[config.mk]
export PLATFORM = sky130hd
export DESIGN_NAME = fetch_aligner
export DESIGN_NICKNAME = d
export VERILOG_FILES = /design/src/rtl/fetch_aligner_pkg.sv /design/src/rtl/fetch_aligner_hw_queue.sv /design/src/rtl/fetch_aligner.sv
export SDC_FILE = /design/constraint.sdc
export NUM_CORES = 1
export LEC_CHECK = 0
export ABC_AREA = 1
export CORE_MARGIN = 2
export CORE_UTILIZATION = 65
export DETAILED_ROUTE_END_ITERATION = 8
export DONT_BUFFER_PORTS = 1
export PLACE_DENSITY = 0.8
export SLEW_MARGIN = 20
export SYNTH_ARGS = -nofsm -noshare
export SYNTH_HDL_FRONTEND = slang
export SYNTH_SLANG_ARGS = --single-unit
[constraint.sdc]
create_clock -name clk_i -period 3.4 [get_ports clk_i]
set_clock_uncertainty 0.05 [all_clocks]
set_input_delay 0.85 -clock clk_i [delete_from_list [all_inputs] [get_ports clk_i]]
set_output_delay 0.85 -clock clk_i [all_outputs]
set_load 0.02 [all_outputs]
[src/rtl/fetch_aligner_pkg.sv]
// fetch_aligner_pkg: shared encodings and helpers for the RV32IC fetch aligner
package fetch_aligner_pkg;
  localparam logic [1:0] QUAD_32 = 2'b11;
  localparam logic [31:0] DEFAULT_RESET_PC = 32'h0000_0000;
  typedef enum logic [1:0] {IDLE, REQ, WAIT} fetch_state_t;
  function automatic logic is_compressed(input logic [15:0] h);
    return h[1:0] != QUAD_32;
  endfunction
endpackage

[src/rtl/fetch_aligner_hw_queue.sv]
// hw_queue: DEPTH-entry halfword circular buffer, push/pop of 0..2 halfwords per cycle
// ports: clk, rst, clr (sync clear); push_n/push_lo/push_hi (push_lo lands first);
//        pop_n; count (occupancy), h0/h1 (oldest two entries)
module hw_queue #(
  parameter int DEPTH = 4
) (
  input  logic                     clk,
  input  logic                     rst,
  input  logic                     clr,
  input  logic [1:0]               push_n,
  input  logic [15:0]              push_lo,
  input  logic [15:0]              push_hi,
  input  logic [1:0]               pop_n,
  output logic [$clog2(DEPTH):0]   count,
  output logic [15:0]              h0,
  output logic [15:0]              h1
);
  localparam int PW = $clog2(DEPTH);
  localparam int CW = PW + 1;
  logic [15:0] mem [DEPTH];
  logic [PW-1:0] rd, wr;
  assign h0 = mem[rd];
  assign h1 = mem[rd + 1'b1];
  always_ff @(posedge clk) begin
    if (push_n != 2'd0) mem[wr] <= push_lo;
    if (push_n == 2'd2) mem[wr + 1'b1] <= push_hi;
  end
  always_ff @(posedge clk) begin
    if (rst || clr) begin
      rd <= '0;
      wr <= '0;
      count <= '0;
    end else begin
      assert (int'(count) + int'(push_n) - int'(pop_n) <= DEPTH && int'(pop_n) <= int'(count));
      wr <= wr + PW'(push_n);
      rd <= rd + PW'(pop_n);
      count <= count + CW'(push_n) - CW'(pop_n);
    end
  end
endmodule

[src/rtl/fetch_aligner.sv]
// fetch_aligner: buffered RV32IC fetch unit reassembling 16/32-bit instructions from word fetches
// ports: clk_i, rst_i; Mem* = word-aligned request/response channel to I-memory;
//        Redirect_i/RedirectPC_i = flush and restart; Inst* = instruction to decode, Compressed_o = 16-bit
module fetch_aligner import fetch_aligner_pkg::*; #(
  parameter int            AW       = 32,
  parameter logic [AW-1:0] RESET_PC = AW'(DEFAULT_RESET_PC),
  parameter int            DEPTH    = 4
) (
  input  logic          clk_i,
  input  logic          rst_i,
  output logic          MemReq_o,
  output logic [AW-1:0] MemAddr_o,
  input  logic          MemReady_i,
  input  logic          MemRvalid_i,
  input  logic [31:0]   MemRdata_i,
  input  logic          Redirect_i,
  input  logic [AW-1:0] RedirectPC_i,
  output logic          InstValid_o,
  input  logic          InstReady_i,
  output logic [31:0]   Inst_o,
  output logic [AW-1:0] InstPC_o,
  output logic          Compressed_o
);
  localparam int CW = $clog2(DEPTH) + 1;
  fetch_state_t state;
  logic [AW-1:0] fetch_addr, head_pc, tgt_word;
  logic drop, skip, comp, fire, take_resp;
  logic [CW-1:0] count;
  logic [15:0] h0, h1;
  logic [1:0] push_n, pop_n;
  assign tgt_word = RedirectPC_i & ~AW'(3);
  assign comp = is_compressed(h0);
  assign InstValid_o = (count != '0 && comp) || count >= CW'(2);
  assign Inst_o = !InstValid_o ? 32'b0 : comp ? {16'b0, h0} : {h1, h0};
  assign Compressed_o = InstValid_o && comp;
  assign InstPC_o = head_pc;
  assign fire = InstValid_o && InstReady_i && !Redirect_i;
  assign pop_n = !fire ? 2'd0 : comp ? 2'd1 : 2'd2;
  // a response counts only while outstanding, not flushed, and not stale
  assign take_resp = state == WAIT && MemRvalid_i && !Redirect_i && !drop;
  assign push_n = !take_resp ? 2'd0 : skip ? 2'd1 : 2'd2;
  hw_queue #(.DEPTH(DEPTH)) u_queue (
    .clk(clk_i),
    .rst(rst_i),
    .clr(Redirect_i),
    .push_n(push_n),
    .push_lo(skip ? MemRdata_i[31:16] : MemRdata_i[15:0]),
    .push_hi(MemRdata_i[31:16]),
    .pop_n(pop_n),
    .count(count),
    .h0(h0),
    .h1(h1)
  );
  always_ff @(posedge clk_i) begin
    if (rst_i) begin
      state <= IDLE;
      MemReq_o <= 1'b0;
      MemAddr_o <= RESET_PC & ~AW'(3);
      fetch_addr <= RESET_PC & ~AW'(3);
      head_pc <= RESET_PC;
      drop <= 1'b0;
      skip <= RESET_PC[1];
    end else begin
      case (state)
        // a redirect empties the buffer, so it may issue at once regardless of count
        IDLE: if (Redirect_i || count <= CW'(DEPTH - 2)) begin
          state <= REQ;
          MemReq_o <= 1'b1;
          MemAddr_o <= Redirect_i ? tgt_word : fetch_addr;
        end
        REQ: if (MemReady_i) begin
          state <= WAIT;
          MemReq_o <= 1'b0;
        end
        WAIT: if (MemRvalid_i) state <= IDLE;
        default: state <= IDLE;
      endcase
      // a stale (to-be-dropped) request must not advance the redirected fetch address
      fetch_addr <= Redirect_i ? tgt_word : (state == REQ && MemReady_i && !drop) ? MemAddr_o + AW'(4) : fetch_addr;
      head_pc <= Redirect_i ? RedirectPC_i & ~AW'(1) : fire ? head_pc + (comp ? AW'(2) : AW'(4)) : head_pc;
      drop <= Redirect_i ? (state == REQ || (state == WAIT && !MemRvalid_i)) : (state == WAIT && MemRvalid_i) ? 1'b0 : drop;
      skip <= Redirect_i ? RedirectPC_i[1] : take_resp ? 1'b0 : skip;
    end
  end
endmodule
# == Yosys cells after proc, flatten, opt, wreduce, memory -nomap -nowiden ==
# Memories as Yosys holds them, arrays and structs flattened. A register that Yosys moved wholly into a read port is not among the register bits.
# Cells that the tools add are included.
# word_totals
mem_count,1
word_cells,88
output_inout_bits,99
in_bits,70
regBits,108
mem_bits_rw,64
# memory_table
name,depth,word_bits,read_ports,rd_ports_with_merged_regs,wr,line_no,text
u_queue.mem,4,16,2,1,2,fetch_aligner_hw_queue.sv:20,logic [15:0] mem [DEPTH];
# classes
mux,29
n_lt_le_gt_ge,2
n_eq_ne,7
add_sub_neg,8
reduce_logical,29
# ops
operator,n
$mux 32,7
$add 32x3->32,1
$add 32x3->32 const B,1
$mux 16,1
$mux 2,8
$reduce_bool 2->1,6
$logic_and 1x1->1,10
$mux 1,10
$ne 2x2->1 const B,4
$pmux 2 s3,1
$reduce_and 3->1,2
$add 2x1->2 const B,2
$add 2x2->2,2
$eq 2x2->1 const B,2
$logic_or 1x1->1,4
$add 3x2->3,1
$ge 3x2->1 const B,1
$le 3x2->1 const B,1
$logic_not 1->1,3
$mux 3,1
$reduce_bool 3->1,1
$sub 3x2->3,1
$eq 2x1->1 const B,1
$logic_not 2->1,1
other kinds (3),3

# == Logic depth before layout (Yosys ltp) ==
# Gate-level depths: netlist (run 1).
# depth
depth_word,8
mapped_depth,19

# == Cells and area by module ==
# From an unflattened synthesis (run 1), not the netlist that was laid out.
# unflattened
hier_cells,1574
area_unflattened_um2,10791.6
# by_module_without_submodules
module,n_inst,cells_per_inst,area_each_um2,seq_area_each_um2
fetch_aligner,1,1043,6480.0,2001.9
hw_queue,1,531,4311.6,2062.0

# == Worst setup path before layout (run 1) ==
# No wires, ideal clock.
# synth_timing
path_type,input-to-reg
start,input port Redirect_i
end,register u_queue.count[2]
required_ns,3.280
path_stages,11
path_buffers,2
t_arrival_ns,2.807
setup_slack_ns,0.473
cell_sequence,inv_2 > clkbuf_1 > clkbuf_1 > nand3_1 > inv_1 > ha_1 > inv_1 > ha_1 > fa_1 > or2_2 > a21oi_1
# synth_between
elab_chain_len,6
word_cells_on_any_way,9
# synth_rtl
item,line_no,text
start: declaration,fetch_aligner.sv:16,"input logic Redirect_i,"
$logic_not 1->1,"fetch_aligner.sv:37, fetch_aligner.sv:40",
$logic_and 1x1->1 (2 in a row),fetch_aligner.sv:40,assign take_resp = state == WAIT && MemRvalid_i && !Redirect_i && !drop;
$mux 2,fetch_aligner.sv:41,assign push_n = !take_resp ? 2'd0 : skip ? 2'd1 : 2'd2;
$add 3x2->3,fetch_aligner_hw_queue.sv:37,count <= count + CW'(push_n) - CW'(pop_n);
$sub 3x2->3,fetch_aligner_hw_queue.sv:37,
end signal: assignment,fetch_aligner_hw_queue.sv:37,
end: declaration,fetch_aligner_hw_queue.sv:14,"output logic [$clog2(DEPTH):0] count,"
# Several ways; a longest one is shown, not always the timed one.
# A chain may end at the register's enable or synchronous reset.

==> flow_metrics.py, run 1 <==
metrics = {
    "run_status": {
        "status": "finished, final reports clean",
    },
    "setup_path": {
        "r2r_start": "u_queue.rd[0]",
        "path_class": "reg -> out",
        "worst_path_dominant_cell_family": "buffers and inverters",
        "r2r_cells": 17,
        "endpoint_kind": "output port",
        "r2r_slack_ns": 0.30,
        "cp_max_fo": 20,
        "crit_top_cell": "nand2_1",
        "cp.required_ns": 2.50,
        "cpPeakStageDelay_ns": 0.45,
        "crit_arrival_ns": 2.36,
        "worst-path-buf-inv": 3,
        "path_depth": 10,
        "crit_slowest_cell": "dfxtp_2",
        "reg2reg_to": "InstPC_o[17]",
        "cp_cell_sequence": "inv_2 -> nand2_1 -> nand2_1 -> nand2_1 -> nand2_2 -> nand2_4 -> a21oi_2 -> buf_4 -> a221oi_1 -> buf_4",
        "start_kind": "flip-flop",
    },
    "final_layout": {
        "layout_common_cells": "nand2_1 (447), o21ai_0 (139), a21oi_1 (131)",
        "area_delta_synth_final_pct": 9.761,
        "mostFrequentLayoutCell": "nand2_1",
        "fin_area_um2": 11040,
        "drive_gt1_frac": 0.08805,
        "nNetsFinal": 1532,
        "fin_cells": 1653,
        "n_antenna_cell": 0,
    },
    "synth": {
        "synthDistinctLibCells": 49,
        "yosysSeqAreaShare": 0.4039,
        "syn_nets": 1529,
        "synth-seq-cells": 171,
        "synth.avg_cell_area_um2": 6.944,
        "synth-async-reset-ratio": 0,
        "yosysWarnings": 0,
        "synth_edf_count": 64,
        "syn_area_um2": 10060,
        "yosys_most_used_dff": "dfxtp_1",
        "syn_inst": 1449,
    },
    "die": {
        "dieArea_um2": 16490,
        "start_util": 0.6644,
        "rows": 45,
        "die_h_um": 128.4,
        "core_um2": 15150,
        "die_x_um": 128.4,
        "pin_count": 169,
    },
    "run": {
        "cap_violations": 0,
    },
    "power": {
        "finalPower_mw": 4.844,
        "power_density_nw_per_um2": 438.6,
        "peakVddDrop_uv": 379.9,
        "power.leakage_nw": 4.620,
    },
    "drt": {
        "vias": 10160,
        "drc": 0,
        "wire_per_inst_um": 17.82,
        "drt_first_pass_iters": 7,
        "ant_nets": 0,
        "wl_mm": 29.45,
        "via_per_inst": 6.146,
        "drt_iter0_drc": 1190,
    },
    "min_path": {
        "holdPathStages": 2,
        "hold_path.class": "reg -> reg",
        "holdPathEnd": "MemAddr_o[4]",
        "worstHoldStart": "fetch_addr[4]",
    },
    "global_route": {
        "gr-usage-met1": 0.4915,
        "gr-usage-met3": 0.09979,
        "gr-total-overflow": 0,
        "first_global_vias": 9028,
        "globalRouteMet2Util": 0.5388,
        "grt_max_degree": 67,
        "antenna_found_initial": 0,
        "grt-busiest-layer": "met2",
        "grtUsageTotal": 0.3553,
        "grt_pass1_wl_mm": 45.88,
    },
    "placement": {
        "dp_hpwl_mm": 20.14,
        "place_congestion": 0.9139,
        "dp.cells": 1621,
        "place_area_um2": 10400,
        "port_buffers": 0,
    },
    "timing": {
        "maxSlewViolCount": 0,
        "holdWs_ns": 0.4205,
        "finalCriticalPeriod_ns": 3.257,
        "finalSetupTns_ns": 0,
        "fin_crit_sh": 0.9580,
        "finalSetupViolations": 0,
        "slew_headroom": 0.2942,
        "hold_viol": 0,
        "clock.fmax_mhz": 307.0,
        "rsz0062_at_grt": "false",
        "tightestPinTransition_ns": 1.055,
    },
    "clock_network": {
        "cts_hold_buf": 0,
        "cts_tree": "built",
        "ctsLongestPathBuffers": 2,
        "cts_setup_buffers": 0,
        "htree_levels": 4,
        "clk_pin_slew_worst_paths_ns": 0.07,
        "tritoncts.num_buffers": 17,
        "cts.sinks": 171,
        "root_buffer": "clkbuf_16",
        "cts_resized": 2,
        "clkLatencyLatePin_ns": 0.43,
    },
}
-- cells in the mapped netlist, types with 9 or more instances --
cell type    n  share of area
nor3_1      15         0.0075
clkbuf_1    50          0.019
nand4_1     13         0.0081
o22ai_1      9         0.0056
nand3b_1    13         0.0097
nand3_1     80          0.040
dfxtp_1    107           0.21
inv_1      104          0.039
buf_2       15         0.0075
a21oi_1    132          0.066
o21ai_0    140          0.070
nand2_1    448           0.17
nor2_1     117          0.044
a221oi_1    14          0.012
edfxtp_1    64           0.19
a31oi_1     29          0.018
-- cell families after synthesis --
family / count (synthesis) / synth area share
flops: 171 / 0.4039
other cells: 1 / 0.0003727
compound gates: 361 / 0.1981
xor+xnor: 13 / 0.01132
buf+inv: 185 / 0.07436
fa+ha+maj: 10 / 0.01467
simple gates: 708 / 0.2973
-- final cells by class --
cell class              count  area [µm²]
multi-input cells        1093        5318
fillers                  1244        4101
flip-flops and latches    171        4066
repair buffers             57       427.9
clock buffers              17       425.4
inverters                 112       420.4
well taps                 188       235.2
clock inverters            15       151.4
-- how the worst max path moves through the flow --
stage / start / to / slack [ns]
3_3_place_gp: u_queue.rd[0] / u_queue.count[2] / 0.28
5_1_grt: u_queue.rd[0] / Inst_o[29] / 0.03
3_5_place_dp: u_queue.rd[0] / u_queue.count[2] / 0.21
4_1_cts: u_queue.rd[1] / Inst_o[6] / 0.04
6_report: u_queue.rd[0] / Inst_o[4] / 0.14
2_1_floorplan: Redirect_i / u_queue.count[2] / 0.47
-- power by group --
part	internal (mW)	leakage [nW]	total, mW	switching [mW]
logic	0.163	2.88	0.485	0.321
clock network	1.04	0.276	1.92	0.885
registers	2.23	1.46	2.44	0.212
-- per-stage QoR --
| step | setup slack, ns | util |
|---|---|---|
| finish | 0.1428 | 0.7292 |
| global route | 0.02953 | 0.7292 |
| CTS | 0.03829 | 0.7251 |
| detailed placement | 0.2110 | 0.6867 |
| global placement | 0.2800 | 0.6867 |
| floorplan | 0.4731 | - |
-- tightest hold or removal path, cell delays in order (launching register included) --
cell and delay, ns:
dfxtp_1 0.31, nand2_1 0.06, a31oi_1 0.06
-- registers in the layout (all words and copies together) (netlist names) --
name	flops
u_queue.mem	64
fetch_addr	32
MemReq_o	1
drop	1
u_queue.wr	2
u_queue.count	3
InstPC_o	31
skip	1
state	2
u_queue.rd	2
MemAddr_o	32
-- layer usage --
layer,part of all wire,up-vias
li1,-,4894
met1,0.41,4615
met2,0.45,593
met3,0.12,58
met4,0.021,0
met5,0,-
Power figures use the tool's default switching activity.
==> inputs of run 2 (changes only) <==
clock period = 3.2 ns   (was 3.4 ns; I/O delays follow)
==> flow_metrics.py, run 2 (same netlist as run 1, synthesis figures left out) <==
metrics = {
    "setup_path": {
        "worst-path-buf-inv": 4,
        "start_kind": "flip-flop",
        "crit_top_cell": "buf_4",
        "crit_arrival_ns": 2.26,
        "crit_slowest_cell": "dfxtp_4",
        "path_class": "reg -> out",
        "cp_cell_sequence": "buf_4 -> nor2_4 -> buf_4 -> clkinv_2 -> o22ai_1 -> a311oi_1 -> buf_4",
        "cp.required_ns": 2.35,
        "cp_max_fo": 33,
        "worst_path_dominant_cell_family": "buffers and inverters",
        "cpPeakStageDelay_ns": 0.42,
        "endpoint_kind": "output port",
    },
    "power": {
        "swShare": 0.2798,
        "peakVddDrop_uv": 420.0,
        "finalPower_mw": 5.361,
        "power.leakage_nw": 4.662,
        "p_seq_frac": 0.483,
        "intPower_mw": 3.861,
        "p_clk_frac": 0.418,
        "power_density_nw_per_um2": 481.0,
        "p_comb_frac": 0.098,
        "power.switching_mw": 1.500,
    },
    "min_path": {
        "hold_path.class": "in -> reg",
    },
    "final_layout": {
        "n_antenna_cell": 0,
        "multi_input_area_um2": 5333,
        "nNetsFinal": 1534,
        "largest_reg_flops": 64,
        "utilization": 0.7358,
        "fillers": 1205,
        "seq_area_um2": 4069,
        "drive_gt1_frac": 0.09066,
        "layout_common_cells": "nand2_1 (447), o21ai_0 (139), a21oi_1 (131)",
        "area_delta_synth_final_pct": 10.76,
        "top_regs": "u_queue.mem x64, MemAddr_o x32, fetch_addr x32",
        "mostFrequentLayoutCell": "nand2_1",
        "fin_area_um2": 11140,
        "largest-register": "u_queue.mem",
    },
    "timing": {
        "finalSetupViolations": 0,
        "rsz0062_at_grt": "false",
        "clock.fmax_mhz": 321.3,
        "holdWs_ns": 0.3772,
        "hold_viol": 0,
        "finalCriticalPeriod_ns": 3.113,
        "slew_headroom": 0.3765,
        "timing.final.ws_setup_ns": 0.08733,
        "tightestPinTransition_ns": 0.9352,
        "maxSlewViolCount": 0,
        "fin_crit_sh": 0.9727,
    },
    "clock_network": {
        "cts_hold_buf": 0,
        "htree_levels": 4,
        "tritoncts.num_buffers": 17,
        "cts.sinks": 171,
        "clk_pin_slew_worst_paths_ns": 0.07,
        "root_buffer": "clkbuf_16",
        "ctsLongestPathBuffers": 2,
        "cts_tree": "built",
        "clkLatencyLatePin_ns": 0.44,
    },
    "die": {
        "pin_count": 169,
        "die_x_um": 128.4,
        "core_um2": 15150,
        "die_h_um": 128.4,
        "dieArea_um2": 16490,
        "rows": 45,
        "start_util": 0.6644,
    },
    "drt": {
        "wl_mm": 30.62,
        "vias": 10331,
        "via_per_inst": 6.242,
        "drc": 0,
        "wire_per_inst_um": 18.50,
        "ant_nets": 0,
        "drt_iter0_drc": 1342,
        "drt_first_pass_iters": 9,
    },
    "run_status": {
        "status": "finished, final reports clean",
    },
    "run": {
        "cap_violations": 0,
    },
    "placement": {
        "place_area_um2": 10390,
        "place_congestion": 0.9291,
        "dp_hpwl_mm": 20.37,
        "dp_slack_ns": -0.07549,
        "port_buffers": 0,
    },
    "global_route": {
        "grt_max_degree": 85,
        "grt_pass1_wl_mm": 47.12,
        "gr-total-overflow": 0,
        "grtUsageTotal": 0.3643,
        "antenna_found_initial": 0,
        "first_global_vias": 9334,
    },
}
[run 2: changes by cell type in the layout (fill, tap and decap cells not counted), sizes merged]
| cell | before | now |
|---|---|---|
| nand2 | 455 | 456 |
| inv | 120 | 114 |
| bufinv | 1 | 4 |
| clkinv | 3 | 6 |
| buf | 57 | 58 |
[run 2: stage by stage]
stage | TNS, ns | instances
after floorplan | 0 | 1449
after global placement | 0 | 1618
after detailed placement | -0.07549 | 1618
after CTS | -0.06935 | 1650
after global routing | 0 | 1655
final | 0 | 1655
[run 2: layout make-up]
cell class,count,area share
tap,188,0.02111
clock inverter,15,0.01909
multi-input combinational,1094,0.4785
inverter,112,0.03784
timing repair buffer,58,0.04019
sequential,171,0.3651
clock buffer,17,0.03817
[run 2: worst paths after layout]
path | start | endpoint | slack (ns) | cells after the start
max | u_queue.rd[0] | Inst_o[19] | 0.09 | 7
min | rst_i | InstPC_o[18] | 0.38 | 1
max reg2reg | u_queue.rd[0] | u_queue.count[2] | 0.21 | 16
min reg2reg | fetch_addr[14] | MemAddr_o[14] | 0.42 | 2
[run 2: power by group through the flow]
stage | Combinational (mW) | Sequential, mW | Clock [mW]
global route | 0.594 | 2.60 | 2.32
detailed placement | 0.504 | 2.63 | 0
finish | 0.527 | 2.59 | 2.24
CTS | 0.511 | 2.59 | 2.24
global placement | 0.485 | 2.63 | 0
floorplan | 0.418 | 2.58 | 0
[run 2: repair_timing]
| item | 4_1_cts | 5_1_grt |
|---|---|---|
| setup buffers | 0 | 4 |
| pin swaps | 0 | 2 |
| setup endpoints to repair | 29 | 27 |
| gates resized for setup | 6 | 12 |
| gates cloned | 0 | 1 |
[run 2: worst register-to-register path: cells and delay by family (launching register included)]
kind | cells | cell delay, ns
AOI/OAI and AO/OA | 2 | 0.33
adders and majority gates | 3 | 0.87
buffers and inverters | 4 | 0.29
DFF | 1 | 0.39
and+or+nand+nor | 7 | 0.99
[run 2: metal layers]
metal | up-vias | global-route usage | part of all wire
met2 | 645 | 0.5591 | 0.44
met3 | 86 | 0.08565 | 0.12
met5 | - | 0 | 0
met4 | 0 | 0.1396 | 0.028
li1 | 4890 | - | -
met1 | 4710 | 0.5031 | 0.41
==> inputs of run 3 (changes only) <==
PLACE_DENSITY = 0.81   (was 0.8)
==> flow_metrics.py, run 3 (same netlist as run 1, synthesis figures left out) <==
metrics = {
    "global_route": {
        "gr-usage-met3": 0.08649,
        "globalRouteMet2Util": 0.5391,
        "grt_max_degree": 60,
        "antenna_found_initial": 0,
        "first_global_vias": 9090,
        "gr-usage-met1": 0.4846,
        "gr-total-overflow": 0,
        "grt_pass1_wl_mm": 45.71,
        "grtUsageTotal": 0.3537,
        "grt-busiest-layer": "met2",
    },
    "setup_path": {
        "crit_top_cell": "buf_4",
        "cp_max_fo": 17,
        "path_class": "reg -> out",
        "cp.required_ns": 2.35,
        "crit_slowest_cell": "dfxtp_4",
        "crit_arrival_ns": 2.22,
        "cp_cell_sequence": "buf_4 -> nand2_1 -> nand2_1 -> nand2_1 -> nand2_2 -> nand2_8 -> a21oi_2 -> buf_4 -> buf_4 -> a221oi_1 -> buf_4",
        "endpoint_kind": "output port",
        "start_kind": "flip-flop",
        "cpPeakStageDelay_ns": 0.37,
    },
    "final_layout": {
        "fillers": 1186,
        "largest_reg_flops": 64,
        "fin_cells": 1661,
        "fin_area_um2": 11130,
        "n_antenna_cell": 0,
        "utilization": 0.7346,
        "layout_common_cells": "nand2_1 (447), o21ai_0 (139), a21oi_1 (131)",
        "area_delta_synth_final_pct": 10.57,
        "top_regs": "u_queue.mem x64, MemAddr_o x32, fetch_addr x32",
        "nNetsFinal": 1540,
        "mostFrequentLayoutCell": "nand2_1",
        "largest-register": "u_queue.mem",
        "drive_gt1_frac": 0.09097,
    },
    "die": {
        "rows": 45,
        "die_x_um": 128.4,
        "core_um2": 15150,
        "start_util": 0.6644,
        "dieArea_um2": 16490,
        "pin_count": 169,
        "die_h_um": 128.4,
    },
    "clock_network": {
        "cts.sinks": 171,
        "tritoncts.num_buffers": 17,
        "clk_pin_slew_worst_paths_ns": 0.07,
        "root_buffer": "clkbuf_16",
        "htree_levels": 4,
        "cts_tree": "built",
        "ctsLongestPathBuffers": 2,
        "clkLatencyLatePin_ns": 0.44,
    },
    "placement": {
        "place_area_um2": 10430,
        "dp_hpwl_mm": 20.30,
        "dp.cells": 1625,
        "port_buffers": 0,
        "place_congestion": 0.9497,
    },
    "drt": {
        "wire_per_inst_um": 17.76,
        "via_per_inst": 6.198,
        "vias": 10295,
        "drt_first_pass_iters": 6,
        "drc": 0,
        "ant_nets": 0,
        "wl_mm": 29.50,
        "drt_iter0_drc": 1258,
    },
    "min_path": {
        "hold_path.class": "in -> reg",
    },
    "timing": {
        "slew_headroom": 0.3521,
        "maxSlewViolCount": 0,
        "hold_viol": 0,
        "finalSetupViolations": 0,
        "clock.fmax_mhz": 326.1,
        "finalCriticalPeriod_ns": 3.066,
        "rsz0062_at_grt": "false",
        "tightestPinTransition_ns": 0.9683,
        "holdWs_ns": 0.3763,
        "finalSetupTns_ns": 0,
        "fin_crit_sh": 0.9583,
    },
    "run_status": {
        "status": "finished, final reports clean",
    },
    "run": {
        "cap_violations": 0,
    },
    "power": {
        "power.leakage_nw": 4.660,
        "peakVddDrop_uv": 418.1,
        "power_density_nw_per_um2": 471.3,
    },
}
run 3: path summary, 6_finish.rpt:
kind	startpoint	endpoint	slack, ns	depth (start not counted)
hold / removal	rst_i	InstPC_o[4]	0.38	1
setup reg to reg	u_queue.rd[1]	u_queue.count[2]	0.25	16
hold reg to reg	fetch_addr[15]	MemAddr_o[15]	0.42	2
setup / recovery	u_queue.rd[0]	Inst_o[3]	0.13	11
run 3: per-layer routing:
layer | part of all wire | up-vias
li1 | - | 4912
met1 | 0.41 | 4657
met2 | 0.45 | 632
met3 | 0.11 | 94
met4 | 0.030 | 0
met5 | 0 | -
run 3: worst max-delay path, delay by kind of cell (launching register included):
kind                   cells  cell delay (ns)
AO/OA/AOI/OAI              2             0.28
buffers and inverters      4             0.75
flip-flops                 1             0.37
AND/OR/NAND/NOR            5             0.38
run 3: through the flow:
step | setup slack (ns) | power (mW)
final | 0.1336 | 5.243
after floorplan | 0.3231 | 3.002
after global placement | 0.2242 | 3.114
after detailed placement | 0.1758 | 3.135
after global routing | 0.01247 | 5.422
after CTS | 0.01274 | 5.230
run 3: what timing repair did:
action	4_1_cts	5_1_grt
gates resized for setup	9	5
pin swaps	0	0
hold buffers	0	0
endpoints found under the setup margin	16	17
endpoints found under the hold margin	0	0
buffers inserted	0	4
run 3: where the power goes:
part | total (mW) | switching (mW) | internal, mW
sequential | 2.59 | 0.226 | 2.36
clock | 2.13 | 0.950 | 1.18
combinational | 0.521 | 0.345 | 0.176
total | 5.24 | 1.52 | 3.72
run 3: area by class of cell:
cell class / instances / area (µm²) / area share
Inverter: 112 / 425.4 / 0.03824
Clock inverter: 15 / 180.2 / 0.01619
Tap cell: 188 / 235.2 / 0.02114
Clock buffer: 17 / 425.4 / 0.03824
Multi-Input combinational cell: 1093 / 5299 / 0.4763
Sequential cell: 171 / 4069 / 0.3657
Timing Repair Buffer: 65 / 491.7 / 0.04420
